<file path="src/rtl/stall_ctrl.sv">
// Hazard/stall controller: Tuse/Tnew dependency stalls plus a mult/div busy tracker.
// Drives PC/F-D/D-E/E-M register controls and keeps a saturating stall-cycle count.
module stall_ctrl #(
    parameter int MULT_CYCLES = 5,
    parameter int DIV_CYCLES  = 10,
    parameter int CNT_W       = 4
) (
    input  logic        clk,
    input  logic        reset,
    input  logic [4:0]  D_rs,
    input  logic [4:0]  D_rt,
    input  logic [1:0]  D_tuse_rs,
    input  logic [1:0]  D_tuse_rt,
    input  logic [4:0]  E_wa,
    input  logic [1:0]  E_tnew,
    input  logic [4:0]  M_wa,
    input  logic [1:0]  M_tnew,
    input  logic        D_is_md,
    input  logic        E_md_start,
    input  logic        E_md_div,
    output logic        pc_en,
    output logic        fd_en,
    output logic        de_flush,
    output logic        em_en,
    output logic        em_flush,
    output logic        md_busy,
    output logic        md_done,
    output logic [31:0] stall_cnt
);

    // state | meaning
    // IDLE  | mult/div unit free, waiting for E_md_start
    // BUSY  | operation in flight, cnt holds remaining busy cycles
    typedef enum logic {IDLE, BUSY} state_t;

    localparam logic [CNT_W-1:0] MULT_LD = CNT_W'(MULT_CYCLES);
    localparam logic [CNT_W-1:0] DIV_LD  = CNT_W'(DIV_CYCLES);
    localparam logic [CNT_W-1:0] ONE     = CNT_W'(1);

    state_t           state;
    logic [CNT_W-1:0] cnt;
    logic             data_stall;
    logic             md_stall;
    logic             stall;

    function automatic logic hazard(input logic [4:0] src, input logic [1:0] tuse,
                                    input logic [4:0] wa, input logic [1:0] tnew);
        return (src != 5'd0) && (src == wa) && (tnew > tuse);
    endfunction

    always_comb begin
        data_stall = hazard(D_rs, D_tuse_rs, E_wa, E_tnew)
                   | hazard(D_rs, D_tuse_rs, M_wa, M_tnew)
                   | hazard(D_rt, D_tuse_rt, E_wa, E_tnew)
                   | hazard(D_rt, D_tuse_rt, M_wa, M_tnew);
    end

    assign md_busy  = (state == BUSY);
    assign md_done  = md_busy && (cnt == ONE);
    assign md_stall = D_is_md && (md_busy || E_md_start);
    assign stall    = data_stall || md_stall;

    assign pc_en    = ~stall;
    assign fd_en    = ~stall;
    assign de_flush = stall;
    assign em_en    = 1'b1;
    assign em_flush = 1'b0;

    always_ff @(posedge clk) begin
        if (reset) begin
            state <= IDLE;
            cnt   <= '0;
        end else begin
            case (state)
                IDLE: begin
                    if (E_md_start) begin
                        state <= BUSY;
                        cnt   <= E_md_div ? DIV_LD : MULT_LD;
                    end
                end
                BUSY: begin
                    cnt <= cnt - ONE;
                    if (cnt == ONE) state <= IDLE;
                end
                default: begin
                    state <= IDLE;
                    cnt   <= '0;
                end
            endcase
        end
    end

    always_ff @(posedge clk) begin
        if (reset)
            stall_cnt <= 32'd0;
        else if (stall && (stall_cnt != 32'hFFFF_FFFF))
            stall_cnt <= stall_cnt + 32'd1;
    end

    // A new mult/div launch can only reach E once the unit is free.
    a_no_start_while_busy: assert property (@(posedge clk) disable iff (reset)
        !(md_busy && E_md_start));

endmodule

</file>
<file path="config.mk">
export PLATFORM = sky130hd
export DESIGN_NAME = stall_ctrl
export DESIGN_NICKNAME = d
export VERILOG_FILES = /design/src/rtl/stall_ctrl.sv
export SDC_FILE = /design/constraint.sdc
export NUM_CORES = 1
export LEC_CHECK = 0
export CAP_MARGIN = 20
export CORE_AREA = 2 2 96 98
export CTS_BUF_LIST = sky130_fd_sc_hd__clkbuf_8
export DETAILED_ROUTE_END_ITERATION = 10
export DIE_AREA = 0 0 98 100
export PLACE_DENSITY = 0.5
export SYNTH_ARGS = -nofsm -noshare
export SYNTH_HDL_FRONTEND = slang
export SYNTH_SLANG_ARGS = --single-unit
export TNS_END_PERCENT = 5
</file>
<file path="constraint.sdc">
create_clock -name clk -period 3.51 [get_ports clk]
set_input_delay 0.702 -clock clk [delete_from_list [all_inputs] [get_ports clk]]
set_output_delay 0.702 -clock clk [all_outputs]
set_load 0.01 [all_outputs]
</file>
==> metrics.cfg <==
[clock_network]
cts_root_buf=clkbuf_8
cts_hold_buffers=0
cts_sinks=37
path_clk_slew_ps=80
cts_tree=yes
clkLatencyLatePin_ps=300
clockBufferDepth=2
numCtsBuffers=5
ctsHtreeMaxLevel=2

[yosys]
syn_area_sq_um=2590
synth_cell_types=46
synthesis.nets=354
postSynthAreaPerCell_sq_um=8.36
synth_cells=310
synth_edf_count=0
ys_async_sr_fraction_pct=0
yosysWarnings=0
ys.flop_type=dfxtp_1
ys_ff_latch=37
ys_seq_area_share_pct=28.6

[detailed_routing]
drtIter0Drc=63
drc=0
vias=2484
ant_nets=0
first_pass_iters=5
wl_mm=6.93
wl_per_cell_microns=14.2
via_per_inst=5.10

[sta]
setup_violations=0
fin_ws_ps=123
timing.final.hold_violations=0
period_needed_ps=3390
layout_worst_path_cycle_share_pct=96.5
rsz0062_at_grt=yes
fmax_ghz=0.295
holdWs_ps=498
clock-skew-final_ps=9.33
drv_slew=0

[die]
die_x_microns=98
core_area_sq_um=8890
fp-row-count=35
die_h_microns=100
ios=72
initial_core_util_pct=29.2
fp.dieArea_sq_um=9800

[critical_path]
cp_max_fo=3
critPathMaxStageDelay_ps=450
slowest_stage=clkdlybuf4s50_1
worstPathArrival_ps=2690
crit_type=input port to primary output
crit_top_cell=inv_1
r2r-end=stall_cnt[5]$_SDFFE_PP0P_
crit_path_end_kind=primary output
start_kind=input port
r2r-start=stall_cnt[14]$_SDFFE_PP0P_
reg2reg_depth=7
regToRegSetupSlack_ps=1060
crit_chain=clkdlybuf4s50_1 -> inv_1 -> ha_1 -> nor2b_1 -> o21ai_1 -> a2111oi_2 -> o22ai_1 -> and3_4 -> buf_4 -> inv_1 -> dlygate4sd2_1
critPathRequiredTime_ps=2810

[grt]
grtUsageTotal_pct=14.3
overflow=0
grt_pass1_wl_mm=11.5
grt_max_degree=46
first_global_vias=2368
antenna_found_initial=0

[hold_path]
worstHoldStart=stall_cnt[27]$_SDFFE_PP0P_
hold_end=stall_cnt[27]$_SDFFE_PP0P_
whs_path_depth=2
hp-class=flip-flop to flip-flop

[placement]
dp_hpwl_mm=5.10
pre_cts_ws_ps=-146
placed_cells=477
port_buffers=69
gp_congestion=0.893

[flow_run]
max_cap_violations=0

[run_status]
outcome=completed

[power]
ir_drop_mv=0.144
powerDensity_nw_per_um2=293
finalPower_uw=1030
p_leak_uw=0.00122

[layout]
nFillCells=895
fin_cells=487
antennaDiodeCount=0
syn2layout_area_growth_pct=35.1
drive_gt1_share_pct=10.6
fin_util_pct=39.4
layout.nets=419

-- timing repair --
item	4_1_cts	5_1_grt
setup buffers	0	2
resized for setup	4	1
endpoints found under the setup margin	3	1
pin swaps	5	1
-- how the worst max path moves through the flow --
stage | startpoint | end | slack, ps | cells past startpoint
after floorplan | D_tuse_rt[1] | pc_en | 570 | 10
after global placement | D_tuse_rs[1] | de_flush | -100 | 10
after detailed placement | D_tuse_rs[1] | de_flush | -150 | 10
after CTS | D_tuse_rs[1] | fd_en | -50 | 9
after global routing | D_tuse_rt[1] | de_flush | -30 | 11
final | D_tuse_rt[1] | de_flush | 120 | 11
-- state kept, by name (all words and copies together) (netlist names) --
register	cells
stall_cnt	32
md_busy	1
cnt	4
-- cells in the mapped netlist, types with 9 or more instances --
cell | n | area [sq um]
a21oi_1 | 27 | 135
or3_1 | 12 | 75.1
inv_1 | 13 | 48.8
nand4_1 | 19 | 119
and3_1 | 9 | 56.3
nor2b_1 | 11 | 68.8
xnor2_1 | 13 | 114
dfxtp_1 | 37 | 741
nand3_1 | 11 | 55.1
o21ai_0 | 13 | 65.1
or4_1 | 13 | 97.6
nand2_1 | 11 | 41.3
o31ai_1 | 11 | 82.6
nor2_1 | 18 | 67.6
ha_1 | 11 | 138
-- routing by layer --
layer | track usage (%) | vias up | share of wire [%]
met5 | 0 | - | 0
met4 | 4.59 | 0 | 1.5
met3 | 3.34 | 8 | 5.2
met2 | 22.6 | 63 | 44
met1 | 19.4 | 1136 | 49
li1 | - | 1277 | -
-- critical path, delay by kind of cell --
kind / cells / cell delay, ps
and+or+nand+nor: 2 / 370
adders and majority gates: 1 / 330
buffers and inverters: 5 / 920
AOI/OAI and AO/OA: 3 / 360
-- power breakdown --
part	total, uW	internal (uW)	leakage [uW]	switching, uW
logic	188	97.0	0.000855	91.0
clock network	400	229	0.0000626	171
registers	438	428	0.000299	10.4
-- area by class of cell --
cell class,count,area [sq um],share of cell area [%]
Timing Repair Buffer,79,778,22.2
Clock inverter,2,33.8,0.965
Tap cell,111,139,3.97
Multi-Input combinational cell,239,1680,47.9
Clock buffer,6,82.6,2.36
Inverter,13,48.8,1.39
Sequential cell,37,741,21.2
-- per-stage QoR --
| stage | TNS (ps) | cell area (sq um) |
|---|---|---|
| 2_1_floorplan | 0 | 2590 |
| 3_3_place_gp | -242 | 3360 |
| 3_5_place_dp | -396 | 3360 |
| 4_1_cts | -48.6 | 3480 |
| 5_1_grt | -39.0 | 3500 |
| 6_report | 0 | 3500 |
-- cells in the final DEF (no fill, tap or decap), types with 12 or more instances in the layout --
master,netlist,final
a21oi_1,27,27
or3_1,12,12
xnor2_1,13,13
nor2_1,18,18
or4_1,13,13
dfxtp_1,37,37
nand4_1,19,19
clkdlybuf4s50_1,0,66
o21ai_0,13,12
inv_1,13,14
-- logic make-up (layout without fill, tap and decap cells) --
logic type,after synthesis,count (layout),share of synthesized area [%]
AOI/OAI and AO/OA,65,65,15.1
buffers and inverters,34,100,6.90
DFF,37,37,28.6
and+or+nand+nor,133,133,32.4
adders and majority gates,11,11,5.31
muxes,8,8,4.63
other,2,2,0.290
xor gates and xnor gates,20,20,6.76
Note: power is estimated with default switching activity, not from simulation.
